<file path="src/rtl/mac_seq_ctrl.sv">
// mac_seq_ctrl: sequencer for a 4-lane MAC datapath computing one dot product.
//
// Flow for a run of N chunks accepted in cycle 0:
//   cycles 1..N     : RUN issues reads for chunks 0..N-1 (mem_ren, mem_addr)
//   cycles 2..N+1   : memory returns mem_x/mem_w (one cycle after each read)
//   cycles 3..N+2   : operand stage drives x_out/w_out; accumulator takes mac_out
//   cycle  N+3      : DONE, one-cycle done pulse, result valid
// An N=0 run goes straight from IDLE to DONE and reports done in cycle 1.
//
// Handshake: start is a request sampled only in IDLE; busy is high in every
// other state, and any start seen while busy is dropped. There is no
// back-pressure on the memory side: read data is always accepted the cycle
// it returns.
//
// Optional feature: define PSUM_INIT_EN to add the psum_init input, which
// preloads the accumulator on an accepted start instead of clearing it.
//
// state_dbg exposes the FSM encoding (IDLE=0, RUN=1, DRAIN=2, DONE=3).

module mac_seq_ctrl #(
    parameter int bw      = 4,
    parameter int psum_bw = 16,
    parameter int len_bw  = 6
) (
    input  logic                clk,
    input  logic                reset,
    input  logic                start,
    input  logic [len_bw-1:0]   num_chunks,
`ifdef PSUM_INIT_EN
    input  logic [psum_bw-1:0]  psum_init,
`endif
    output logic                mem_ren,
    output logic [len_bw-1:0]   mem_addr,
    input  logic [4*bw-1:0]     mem_x,
    input  logic [4*bw-1:0]     mem_w,
    output logic [4*bw-1:0]     x_out,
    output logic [4*bw-1:0]     w_out,
    output logic [psum_bw-1:0]  psum_fb,
    input  logic [psum_bw-1:0]  mac_out,
    output logic                busy,
    output logic                done,
    output logic [psum_bw-1:0]  result,
    output logic [1:0]          state_dbg
);

    typedef enum logic [1:0] {
        IDLE  = 2'd0,
        RUN   = 2'd1,
        DRAIN = 2'd2,
        DONE  = 2'd3
    } state_t;

    localparam logic [len_bw-1:0] LEN_ONE = len_bw'(1);

    state_t                state;
    state_t                next_state;

    logic [len_bw-1:0]     addr_q;       // next chunk address to read
    logic [len_bw-1:0]     n_q;          // chunk count latched at acceptance
    logic                  rd_valid;     // a read was issued last cycle; data is on mem_x/mem_w now
    logic                  stage_valid;  // operand stage holds a chunk this cycle
    logic [4*bw-1:0]       x_q;
    logic [4*bw-1:0]       w_q;
    logic [psum_bw-1:0]    acc_q;
    logic [psum_bw-1:0]    result_q;
    logic [psum_bw-1:0]    acc_init;
    logic                  accept;
    logic                  last_read;
    logic                  enter_done;

`ifdef PSUM_INIT_EN
    assign acc_init = psum_init;
`else
    assign acc_init = '0;
`endif

    // A start only counts when the FSM is idle; reset priority comes from
    // the register blocks testing reset first.
    assign accept     = (state == IDLE) && start;
    assign last_read  = (state == RUN) && (addr_q == (n_q - LEN_ONE));
    assign enter_done = (next_state == DONE) && (state != DONE);

    // State register.
    always_ff @(posedge clk) begin
        if (reset) begin
            state <= IDLE;
        end else begin
            state <= next_state;
        end
    end

    // Next-state and control outputs. DRAIN waits until the final read's
    // data has moved into the operand stage; that chunk is summed in the
    // same cycle the FSM advances to DONE.
    always_comb begin
        next_state = state;
        mem_ren    = 1'b0;
        done       = 1'b0;
        busy       = (state != IDLE);
        case (state)
            IDLE: begin
                if (start) begin
                    if (num_chunks == '0) begin
                        next_state = DONE;
                    end else begin
                        next_state = RUN;
                    end
                end
            end
            RUN: begin
                mem_ren = 1'b1;
                if (last_read) begin
                    next_state = DRAIN;
                end
            end
            DRAIN: begin
                if (!rd_valid) begin
                    next_state = DONE;
                end
            end
            DONE: begin
                done       = 1'b1;
                next_state = IDLE;
            end
            default: begin
                next_state = IDLE;
            end
        endcase
    end

    // Read address counter and latched chunk count; num_chunks is only
    // looked at on acceptance so later changes have no effect.
    always_ff @(posedge clk) begin
        if (reset) begin
            addr_q <= '0;
            n_q    <= '0;
        end else if (accept) begin
            addr_q <= '0;
            n_q    <= num_chunks;
        end else if (state == RUN) begin
            addr_q <= addr_q + LEN_ONE;
        end
    end

    // Memory-return valid and operand stage. Invalid cycles load zeros so
    // the datapath never sees stale or undriven memory data.
    always_ff @(posedge clk) begin
        if (reset) begin
            rd_valid    <= 1'b0;
            stage_valid <= 1'b0;
            x_q         <= '0;
            w_q         <= '0;
        end else begin
            rd_valid    <= mem_ren;
            stage_valid <= rd_valid;
            x_q         <= rd_valid ? mem_x : '0;
            w_q         <= rd_valid ? mem_w : '0;
        end
    end

    // Accumulator: seeded on acceptance, takes the datapath sum on every
    // valid stage cycle (wrapping naturally at psum_bw bits).
    always_ff @(posedge clk) begin
        if (reset) begin
            acc_q <= '0;
        end else if (accept) begin
            acc_q <= acc_init;
        end else if (stage_valid) begin
            acc_q <= mac_out;
        end
    end

    // Result register, loaded on the way into DONE and held afterwards.
    // From IDLE (N=0) it takes the seed value; from DRAIN it takes the
    // value the accumulator is about to hold.
    always_ff @(posedge clk) begin
        if (reset) begin
            result_q <= '0;
        end else if (enter_done) begin
            if (state == IDLE) begin
                result_q <= acc_init;
            end else if (stage_valid) begin
                result_q <= mac_out;
            end else begin
                result_q <= acc_q;
            end
        end
    end

    assign mem_addr  = (state == RUN) ? addr_q : '0;
    assign x_out     = x_q;
    assign w_out     = w_q;
    assign psum_fb   = acc_q;
    assign result    = result_q;
    assign state_dbg = state;

endmodule

</file>
<file path="config.mk">
export PLATFORM = sky130hd
export DESIGN_NAME = mac_seq_ctrl
export DESIGN_NICKNAME = d
export VERILOG_FILES = /design/src/rtl/mac_seq_ctrl.sv
export SDC_FILE = /design/constraint.sdc
export NUM_CORES = 1
export LEC_CHECK = 0
export CAP_MARGIN = 30
export CORE_UTILIZATION = 37
export DETAILED_ROUTE_END_ITERATION = 10
export PLACE_DENSITY = 0.75
export SYNTH_ARGS = -nofsm -noshare
export SYNTH_HDL_FRONTEND = slang
export SYNTH_SLANG_ARGS = --single-unit
export TNS_END_PERCENT = 30
</file>
<file path="constraint.sdc">
create_clock -name clk -period 1.8 [get_ports clk]
set_clock_uncertainty 0.2 [all_clocks]
set_input_delay 0.27 -clock clk [delete_from_list [all_inputs] [get_ports clk]]
set_output_delay 0.27 -clock clk [all_outputs]
set_load 0.01 [all_outputs]
</file>
Word level (Yosys, flattened, before mapping) --
Index checks and enable logic that the tools add are counted.
Word-level totals: bits in registers 80, bits of input ports 57, output and inout bits 75
Operators by class: muxes and demuxes 10, eq/ne operators 6, bitwise operators 1, $add $sub $neg 2, reductions and logical operators 8
Operator list (count):
- 16-bit two-way mux | 2
- 2-bit two-way mux | 4
- 2-bit case mux with 4 select lines | 1
- 6-bit by 1-bit adder with 6-bit output (second input constant) | 1
- 2-bit equality test (second input constant) | 3
- 6-bit equality test | 1
- 6-bit logical NOT | 1
- 6-bit two-way mux | 1
- 6-bit by 1-bit subtractor with 6-bit output (second input constant) | 1
- 2-bit OR reduction | 2
- 1-bit logical AND | 3
- 2-bit by 1-bit equality test with 1-bit output (second input constant) | 1
- 2-bit logical NOT | 1
- 1-bit two-way mux | 2
- 2-bit != test (second input constant) | 1
- 2-bit nonzero test | 1
- 1-bit NOT | 1

Logic depth before layout (Yosys ltp) --
depth after elaboration 7, gate-level depth with buffers 7

Worst setup path after synthesis --
No wires, ideal clock.
kind reg-to-reg, start point register n_q[0], end point register state[0], in the netlist state_dbg[0], required time 1.468 ns, data arrival time 1.473 ns, slack -0.005 ns, stages on the path, launching flop included 8, cells stage by stage dfxtp_1 inv_1 ha_1 o21ba_2 a221oi_1 a41oi_1 o31ai_1 a21oi_1
Between the ends: word-level cells in the longest chain between the ends 5
RTL lines:
- start: declaration | line 59 | logic [len_bw-1:0] n_q;
- start signal: assignment | line 139 | n_q <= num_chunks;
- 6-bit by 1-bit subtractor with 6-bit output | line 80 | assign last_read = (state == RUN) && (addr_q == (n_q - LEN_ONE));
- 6-bit equality test | line 80
- 1-bit logical AND | line 80
- 2-bit two-way mux | line 112 | if (last_read) begin
- 2-bit case mux with 4 select lines | line 100 | case (state)
- end signal: assignment | line 88 | state <= next_state;
- end: declaration | line 55 | state_t state;
No other way between the ends. A chain may end at the register's enable or synchronous reset.

Worst setup path after layout --
start point register n_q[1], end point register state[0], in the netlist state_dbg[0]
Same word-level chain as after synthesis.

==> key figures <==
Yosys
  • Flops & latches, synth: 80
  • Yosys top cell area share: 55.0%
  • Syn_nets: 349
  • Post-synth ARST share: 0%
  • Synth top cells by count: 80 x dfxtp_1, 56 x nor2_1, 39 x and2_1, 33 x mux2i_1, 16 x nand2_1
  • Mapped Cells: 290
  • Dominant synthesized flop cell: dfxtp_1
  • Register area share after synthesis: 55.0%
  • Area contributors post-synth: dfxtp_1 55%, mux2i_1 11%, and2_1 8.4%, nor2_1 7.2%, xor2_1 2.4%
  • Cell area after synthesis: 0.00291 mm2
  • Post-synthesis area per instance: 10.0 um2
  • Synth warn: 0
  • Most frequent cell after synthesis: dfxtp_1
  • Post-synth EDFFs: 0
  • Yosys top cell by area: dfxtp_1
  • Netlist cell types: 32

Job
  • Maxcap violations: 0

Cells and area
  • Fillers: 628
  • Finished Cell Area: 0.00476 mm2
  • Layout Cells excl Fill: 550
  • Nets: 505
  • Register area: 0.00161 mm2
  • Layout cells sized above 1: 16.6%
  • Antenna diode count: 0
  • Area of the multi-input gates: 0.00131 mm2
  • Final Util: 64.0%
  • Area Overhead vs Synth: 63.6%

Timing
  • Setup_tns: -0.0337 ns
  • Final period utilization: 101%
  • Achievable frequency: 550 MHz
  • RSZ-0062 raised after global routing: true
  • Final setup fails: 2
  • Worst Tran Pin Value: 0.372 ns
  • Max Slew Vio Count: 0
  • Normalized max-slew margin: 75.0%
  • Final Hold Fails: 0
  • Tmin final: 1.82 ns
  • Final worst slack: -0.0171 ns

Floorplan
  • Area of the core: 0.00745 mm2
  • Die Y: 90.7 um
  • Initial core utilization: 39.1%
  • Die area: 0.00823 mm2
  • I/O pin count: 132
  • Num rows: 31
  • Die X: 90.7 um

Global routing
  • Vias in the first global route: 2384
  • Total track usage: 17.7%
  • First-pass GRT wire length: 11400 um
  • Grt total ovfl: 0
  • Antenna violations before repair: 0
  • Largest net degree at the start of global routing: 27

CTS
  • Total CTS buffers: 9
  • CTS Buffer Depth: 2
  • Clock Root Buffer: clkbuf_8
  • TritonCTS clock tree: done
  • CTS sink cnt: 80
  • H-tree levels: 3
  • Clock-pin slew on the worst setup and hold paths: 0.08 ns
  • Clk_lat worst skew: 0.34 ns

Place
  • Placed instance area: 0.00445 mm2
  • Placed insts: 528
  • Dpl hpwl: 5340 um
  • Pre-CTS WS: -0.394 ns
  • Routability Congestion: 0.832
  • IO buf count: 131

Setup path
  • R2r worst-path depth: 8
  • Crit path launch type: flop
  • R2R Path Start: n_q[1]$_SDFFE_PP0P_
  • Crit Reg-Reg Endpoint: state_dbg[0]$_SDFF_PP0_
  • Worst EP arrival: 1.84 ns
  • Worst Setup Path Type: reg2reg
  • Worst-path maximum fanout: 3
  • CP required: 1.82 ns
  • Flop2flop setup slack: -0.02 ns
  • Endpoint class of the critical path: flop

Drt
  • Iteration-0 DRC Markers: 40
  • Vias: 2469
  • Post-route ant nets: 0
  • Drt drc: 0
  • Detailed Routing Iterations Pass 1: 4
  • Vias per cell: 4.49
  • Final wirelength: 7220 um
  • Wire per inst: 13.1 um

Hold path
  • Min-Delay Path Depth: 3
  • Min-Delay Endpoint: n_q[2]$_SDFFE_PP0P_
  • Worst Hold Class: in2reg
  • Hold Crit Start: num_chunks[2]

Status
  • Failing checks: setup timing
  • Status: complete, but fails checks

Power
  • LEAKAGE: 1.89 nW
  • Power per cell area: 720 mW/mm2
  • Peak supply drop: 0.414 mV
==> registers in the layout, summed over array words and instances, names as in the netlist <==
| register | flops |
|---|---|
| stage_valid | 1 |
| state_dbg | 2 |
| rd_valid | 1 |
| w_out | 16 |
| addr_q | 6 |
| n_q | 6 |
| psum_fb | 16 |
| x_out | 16 |
| result | 16 |
==> cell type report <==
cell class | count | share of cell area, %
sequential | 80 | 33.7
timing repair buffer | 159 | 32.4
multi-input combinational | 193 | 27.5
clock buffer | 9 | 2.60
tap | 99 | 2.60
clock inverter | 7 | 1.02
inverter | 3 | 0.236
==> critical path: stages (launching register included) <==
cell	delay (ns)
dfxtp_2	0.33
inv_2	0.06
ha_4	0.15
buf_6	0.10
nand3_2	0.08
a221oi_2	0.30
a41oi_2	0.08
o31ai_2	0.30
a21oi_1	0.11
==> stage by stage <==
step                power, mW  hold slack [ns]
finish                   3.43           0.0598
global route             3.59           0.0505
CTS                      3.44            0.254
detailed placement       2.27            0.266
global placement         2.27            0.259
floorplan                2.03            0.192
==> kinds of logic after synthesis <==
group / count (synthesis) / share of synthesized area (%)
AO/OA/AOI/OAI: 16 / 3.74
buffers and inverters: 17 / 3.14
flip-flops: 80 / 55.0
multiplexers: 33 / 11.3
XOR/XNOR: 12 / 3.61
adder cells (fa/ha/maj): 2 / 0.859
AND/OR/NAND/NOR: 130 / 22.3
==> per-layer routing <==
layer	global-route usage, %	wire [um]	up-vias
met3	6.40	595	11
li1	-	-	1251
met2	28.6	3540	95
met1	20.8	2970	1112
met4	8.47	121	0
met5	0	0	-
==> repair_timing <==
action | 4_1_cts | 5_1_grt
setup buffers | 2 | 4
pin swaps | 2 | 7
hold buffers | 0 | 0
resized for setup | 23 | 44
setup endpoints to repair | 22 | 27
==> report_power, final <==
group	switching, mW	leakage [nW]	internal [mW]	total, mW
Combinational	0.183	1.15	0.271	0.454
Clock	0.649	0.0889	0.500	1.15
Sequential	0.0216	0.649	1.80	1.83
Total	0.854	1.89	2.58	3.43
==> placed cells by master, fill, tap and decap left out, types with 2 or more instances in the layout <==
| master | n |
|---|---|
| buf_4 | 23 |
| xor2_1 | 8 |
| a21oi_1 | 8 |
| and2_4 | 3 |
| nand3_1 | 2 |
| inv_2 | 2 |
| dlymetal6s2s_1 | 3 |
| nor2_1 | 56 |
| dlygate4sd2_1 | 3 |
| buf_6 | 8 |
| mux2i_1 | 33 |
| nor3_1 | 3 |
| dfxtp_1 | 77 |
| dfxtp_2 | 3 |
| nand2_1 | 16 |
| clkbuf_8 | 9 |
| clkinv_2 | 3 |
| xnor2_1 | 4 |
| nor2b_1 | 2 |
| and2_1 | 36 |
| clkdlybuf4s50_1 | 117 |
| buf_2 | 2 |
| clkinv_4 | 3 |
==> how the worst max path moves through the flow <==
stage,start,end,slack (ns)
2_1_floorplan,n_q[0]$_SDFFE_PP0P_,state_dbg[0]$_SDFF_PP0_,0.04
3_3_place_gp,num_chunks[2],result[1]$_SDFFE_PP0P_,-0.35
3_5_place_dp,num_chunks[2],result[7]$_SDFFE_PP0P_,-0.39
4_1_cts,state_dbg[1]$_SDFF_PP0_,mem_addr[2],-0.14
5_1_grt,n_q[1]$_SDFFE_PP0P_,state_dbg[0]$_SDFF_PP0_,-0.1
6_report,n_q[1]$_SDFFE_PP0P_,state_dbg[0]$_SDFF_PP0_,-0.02
(Power assumes the default switching activity.)
